### config.mk
export PLATFORM = sky130hd
export DESIGN_NAME = mc_sequencer
export DESIGN_NICKNAME = d
export VERILOG_FILES = /design/src/rtl/mc_sequencer.sv
export SDC_FILE = /design/constraint.sdc
export NUM_CORES = 1
export LEC_CHECK = 0
export BUFFER_PORTS_ARGS = -buffer_cell sky130_fd_sc_hd__buf_2
export CAP_MARGIN = 20
export CORE_ASPECT_RATIO = 0.8
export CORE_MARGIN = 2
export CORE_UTILIZATION = 40
export CTS_CLUSTER_DIAMETER = 120
export CTS_CLUSTER_SIZE = 16
export DETAILED_ROUTE_END_ITERATION = 6
export PLACE_DENSITY = 0.79
export SETUP_SLACK_MARGIN = 0.3
export SLEW_MARGIN = 20
export SYNTH_ARGS = -nofsm -noshare
export SYNTH_HDL_FRONTEND = slang
export SYNTH_SLANG_ARGS = --single-unit
### constraint.sdc
create_clock -name clk -period 1.9 [get_ports clk]
set_input_delay 0 -clock clk [delete_from_list [all_inputs] [get_ports clk]]
set_output_delay 0 -clock clk [all_outputs]
set_load 0.1 [all_outputs]
### src/rtl/mc_sequencer.sv
// rtl/mc_sequencer.sv - multicycle MIPS control sequencer with memory-ready stalls and retire counter
// Optional illegal-opcode trap state enabled by defining MC_SEQ_ILLEGAL_TRAP_EN.
module mc_sequencer #(
   parameter int CNT_W = 16
) (
   input  logic             clk,
   input  logic             reset,
   input  logic [5:0]       opcode,
   input  logic             zero,
   input  logic             mem_ready,
   output logic             pc_en,
   output logic             iord,
   output logic             mem_read,
   output logic             mem_write,
   output logic             ir_write,
   output logic             mem_to_reg,
   output logic             alu_src_a,
   output logic             reg_write,
   output logic             reg_dst,
   output logic [1:0]       pc_source,
   output logic [1:0]       alu_op,
   output logic [1:0]       alu_src_b,
   output logic [3:0]       state,
   output logic             instr_done,
   output logic [CNT_W-1:0] retired,
   output logic             illegal
);

   typedef enum logic [3:0] {
      S_FETCH  = 4'd0,
      S_DECODE = 4'd1,
      S_MEMADR = 4'd2,
      S_MEMRD  = 4'd3,
      S_MEMWB  = 4'd4,
      S_MEMWR  = 4'd5,
      S_EXEC   = 4'd6,
      S_RWB    = 4'd7,
      S_BRANCH = 4'd8,
      S_JUMP   = 4'd9,
      S_TRAP   = 4'd10
   } state_t;

   localparam logic [5:0] OP_RTYPE = 6'h00;
   localparam logic [5:0] OP_J     = 6'h02;
   localparam logic [5:0] OP_BEQ   = 6'h04;
   localparam logic [5:0] OP_LW    = 6'h23;
   localparam logic [5:0] OP_SW    = 6'h2B;

   state_t           state_q, state_d;
   logic [CNT_W-1:0] retired_q;
   logic             pc_write, pc_write_cond;

   always_comb begin
      state_d       = state_q;
      pc_write      = 1'b0;
      pc_write_cond = 1'b0;
      iord          = 1'b0;
      mem_read      = 1'b0;
      mem_write     = 1'b0;
      ir_write      = 1'b0;
      mem_to_reg    = 1'b0;
      alu_src_a     = 1'b0;
      reg_write     = 1'b0;
      reg_dst       = 1'b0;
      pc_source     = 2'b00;
      alu_op        = 2'b00;
      alu_src_b     = 2'b00;
      instr_done    = 1'b0;
      case (state_q)
         S_FETCH: begin
            mem_read  = 1'b1;
            alu_src_b = 2'b01;
            if (mem_ready) begin
               ir_write = 1'b1;
               pc_write = 1'b1;
               state_d  = S_DECODE;
            end
         end
         S_DECODE: begin
            alu_src_b = 2'b11;
            case (opcode)
               OP_LW, OP_SW: state_d = S_MEMADR;
               OP_RTYPE:     state_d = S_EXEC;
               OP_BEQ:       state_d = S_BRANCH;
               OP_J:         state_d = S_JUMP;
               default: begin
`ifdef MC_SEQ_ILLEGAL_TRAP_EN
                  state_d = S_TRAP;
`else
                  // Unknown opcode retires as a NOP.
                  state_d    = S_FETCH;
                  instr_done = 1'b1;
`endif
               end
            endcase
         end
         S_MEMADR: begin
            alu_src_a = 1'b1;
            alu_src_b = 2'b10;
            state_d   = (opcode == OP_SW) ? S_MEMWR : S_MEMRD;
         end
         S_MEMRD: begin
            mem_read = 1'b1;
            iord     = 1'b1;
            if (mem_ready) state_d = S_MEMWB;
         end
         S_MEMWB: begin
            reg_write  = 1'b1;
            mem_to_reg = 1'b1;
            instr_done = 1'b1;
            state_d    = S_FETCH;
         end
         S_MEMWR: begin
            mem_write = 1'b1;
            iord      = 1'b1;
            if (mem_ready) begin
               instr_done = 1'b1;
               state_d    = S_FETCH;
            end
         end
         S_EXEC: begin
            alu_src_a = 1'b1;
            alu_op    = 2'b10;
            state_d   = S_RWB;
         end
         S_RWB: begin
            reg_write  = 1'b1;
            reg_dst    = 1'b1;
            instr_done = 1'b1;
            state_d    = S_FETCH;
         end
         S_BRANCH: begin
            alu_src_a     = 1'b1;
            alu_op        = 2'b01;
            pc_write_cond = 1'b1;
            pc_source     = 2'b01;
            instr_done    = 1'b1;
            state_d       = S_FETCH;
         end
         S_JUMP: begin
            pc_write   = 1'b1;
            pc_source  = 2'b10;
            instr_done = 1'b1;
            state_d    = S_FETCH;
         end
`ifdef MC_SEQ_ILLEGAL_TRAP_EN
         S_TRAP: state_d = S_TRAP;
`endif
         default: state_d = S_FETCH;
      endcase
      pc_en = pc_write | (pc_write_cond & zero);
      // Reset masks every control so a stalled access is dropped immediately.
      if (reset) begin
         pc_en      = 1'b0;
         iord       = 1'b0;
         mem_read   = 1'b0;
         mem_write  = 1'b0;
         ir_write   = 1'b0;
         mem_to_reg = 1'b0;
         alu_src_a  = 1'b0;
         reg_write  = 1'b0;
         reg_dst    = 1'b0;
         pc_source  = 2'b00;
         alu_op     = 2'b00;
         alu_src_b  = 2'b00;
         instr_done = 1'b0;
      end
   end

   always_ff @(posedge clk) begin
      if (reset) begin
         state_q   <= S_FETCH;
         retired_q <= '0;
      end else begin
         state_q <= state_d;
         if (instr_done) retired_q <= retired_q + CNT_W'(1);
      end
   end

`ifdef MC_SEQ_ILLEGAL_TRAP_EN
   logic illegal_q;
   always_ff @(posedge clk) begin
      if (reset)                  illegal_q <= 1'b0;
      else if (state_d == S_TRAP) illegal_q <= 1'b1;
   end
   assign illegal = illegal_q;
`else
   assign illegal = 1'b0;
`endif

   assign state   = state_q;
   assign retired = retired_q;

endmodule

==> run_results.csv <==
group,metric,value,unit
clock_tree,cts_tree,"yes",
floorplan,io_pins,47,
synthesis,async_flop_share,0,
synthesis,syn_avg_cell_area,7.43,um^2
grt,grtUsageMet1,0.307,
drt,vias,1612,
drt,drc,0,
finish,antenna_cells,0,
clock_tree,clk_pin_slew,70,ps
grt,grt_overflow,0,
clock_tree,clockRootBuffer,"clkbuf_8",
timing,rsz0062_at_grt,"yes",
pwr,p_leak,0.871,nW
synthesis,synth-seq-area-share,0.315,
drt,drt_iter0_drc,83,
grt,grt_use_met2,0.350,
clock_tree,clock_latency,260,ps
setup_path,arrival,1790,ps
floorplan,die_x,67.0,um
synthesis,syn_nets,182,
setup_path,end_kind,"output port",
grt,antenna_found_initial,0,
setup_path,cp_max_fo,16,
synthesis,ys_ff_latch,20,
grt,grt_pass1_vias,1310,
timing,fin_skew,2.23,ps
timing,fmax,0.558,GHz
floorplan,start_util,0.415,
synthesis,post-synth-top-area-cell,"dfxtp_1",
grt,busiest_layer,"met2",
floorplan,core_area,3060,um^2
synthesis,synth_edf_count,0,
grt,grt_pass1_wl,6140,um
timing,setup_viol_count_final,0,
worst_hold_path,holdPathStages,2,
synthesis,synth_top_area_share,0.315,
synthesis,synth_area,1270,um^2
drt,viasPerCell,5.99,
finish,fill_cells,191,
timing,hold_violations,0,
finish,instances_no_fill,269,
finish,fin_util,0.742,
status,status,"complete, no violations",
drt,drt.antenna.violating_nets,0,
clock_tree,clkSinkCount,20,
timing,fin_crit_sh,0.943,
clock_tree,hold_buffers,0,
floorplan,row_count,18,
timing,slew_viol_final,0,
run,maxCapViolCount,0,
floorplan,die_h,54.4,um
placed_design,place_hpwl,2270,um
synthesis,synthCells,171,
clock_tree,cts_htree_levels,1,
pwr,total_power,1.09,mW
synthesis,ys_dominant_reg_cell,"dfxtp_1",
pwr,powerDensity,482,nW/um^2
pwr,vdd_drop_max,635,uV
clock_tree,cts_inserted_buffers,3,
synthesis,ys_types,40,
setup_path,cp-start-kind,"register",
grt,grt_start_max_net_pins,28,
synthesis,synthTopCellsByArea,"dfxtp_1 31%, or3_1 9.4%, a21oi_1 7.5%",
finish,finalNetCount,242,
setup_path,cp.required,1900,ps
placed_design,dp.cells,247,
placed_design,io_buffers,45,
worst_hold_path,hold_path_class,"input port to register",
floorplan,fp.dieArea,3650,um^2
synthesis,yosysWarnings,0,
finish,syn_to_final_growth,78.8,%
grt,gr-usage-all-layers,0.226,
clock_tree,cts_buffer_depth,2,
timing,setup_tns,0,ps
drt,first_pass_iters,4,
grt,grt_use_met3,0.0576,
placed_design,gp_congestion,0.792,
setup_path,critical_path_class,"register to output port",
timing,fin_hold_ws,68.4,ps
finish,drive_gt1_frac,0.563,
drt,avgRoutedWirePerCell,16.4,um
setup_path,reg2reg_depth,6,
drt,drt-total-wl,4430,um
timing,post-route-min-period,1790,ps
==> cell type report <==
cell class | count | area, um^2 | share of cell area
flip-flops and latches | 20 | 433 | 0.190
inverters | 3 | 20.0 | 0.00881
repair buffers | 69 | 662 | 0.291
well taps | 40 | 50.0 | 0.0220
clock buffers | 3 | 41.3 | 0.0182
multi-input cells | 134 | 1070 | 0.469
==> cell usage after synthesis, types with 3 or more instances <==
cell	count
nand2b_1	5
nand2_1	11
nand4_1	4
nor4_1	4
a21oi_1	19
nor3_1	7
o21ai_1	3
or3_1	19
nand3_1	6
and2_1	4
clkbuf_1	9
nor4b_1	3
dfxtp_1	20
nor3b_1	3
nor2_1	11
o21ai_0	14
inv_1	3
==> per-layer routing <==
layer / part of all wire / up-vias / wire, um
li1: - / 742 / -
met1: 0.43 / 790 / 1900
met2: 0.48 / 65 / 2140
met3: 0.062 / 15 / 274
met4: 0.025 / 0 / 110
met5: 0 / - / 0
==> state kept, by name, summed over array words and instances, names as in the netlist <==
register / cells
retired: 16
state: 4
==> through the flow <==
step | area [um^2] | setup WS, ps
6_report | 2270 | 108
5_1_grt | 2270 | 66.0
4_1_cts | 2070 | 174
3_5_place_dp | 1790 | 59.7
3_3_place_gp | 1790 | 108
2_1_floorplan | 1570 | -192
==> path summary, 6_finish.rpt <==
| check | startpoint | slack [ps] | endpoint |
|---|---|---|---|
| worst max-delay path | state[1] | 110 | instr_done |
| worst min-delay path | mem_ready | 70 | state[2] |
| worst max register to register | state[1] | 110 | retired[7] |
| worst min register to register | retired[6] | 480 | retired[6] |
==> where the power goes <==
| part | internal, mW | switching, mW |
|---|---|---|
| Sequential | 0.423 | 0.0100 |
| Combinational | 0.146 | 0.244 |
| Clock | 0.141 | 0.132 |
==> worst max-delay path, stage by stage, from the launching register on <==
cell and delay, ps:
dfxtp_4 450, nor3_4 70, and2_4 170, a311oi_4 400, buf_12 200, nor2_4 50, buf_6 190
==> placed cells by master, fill, tap and decap left out, types with 4 or more instances in the layout <==
| master | Yosys | routed |
|---|---|---|
| a21oi_1 | 19 | 18 |
| buf_12 | 0 | 10 |
| buf_2 | 1 | 31 |
| buf_4 | 1 | 12 |
| buf_6 | 1 | 13 |
| dfxtp_2 | 0 | 14 |
| dfxtp_4 | 0 | 4 |
| nand2_1 | 11 | 9 |
| nand3_1 | 6 | 6 |
| nand4_1 | 4 | 4 |
| nor2_1 | 11 | 5 |
| nor3_4 | 0 | 6 |
| o21ai_0 | 14 | 10 |
| o21ai_2 | 0 | 4 |
| or3_1 | 19 | 17 |
| or3_4 | 2 | 4 |
==> timing repair <==
| action | 4_1_cts | 5_1_grt |
|---|---|---|
| buffers inserted | 9 | 8 |
| gates cloned | 2 | 0 |
| gates resized for setup | 33 | 41 |
| setup endpoints to repair | 26 | 28 |
| pin swaps | 5 | 20 |
==> logic make-up (layout without fill, tap and decap cells) <==
| family | after synthesis | count (layout) | share of synthesized area |
|---|---|---|---|
| mux | 1 | 1 | 0.00787 |
| flops | 20 | 20 | 0.315 |
| buf+inv | 17 | 75 | 0.0689 |
| xor+xnor | 3 | 3 | 0.0207 |
| other cells | 1 | 1 | 0.00295 |
| simple gates | 84 | 84 | 0.380 |
| compound gates | 44 | 44 | 0.195 |
| fa+ha+maj | 1 | 1 | 0.00984 |
No activity file was read; power rests on OpenSTA's default activity.
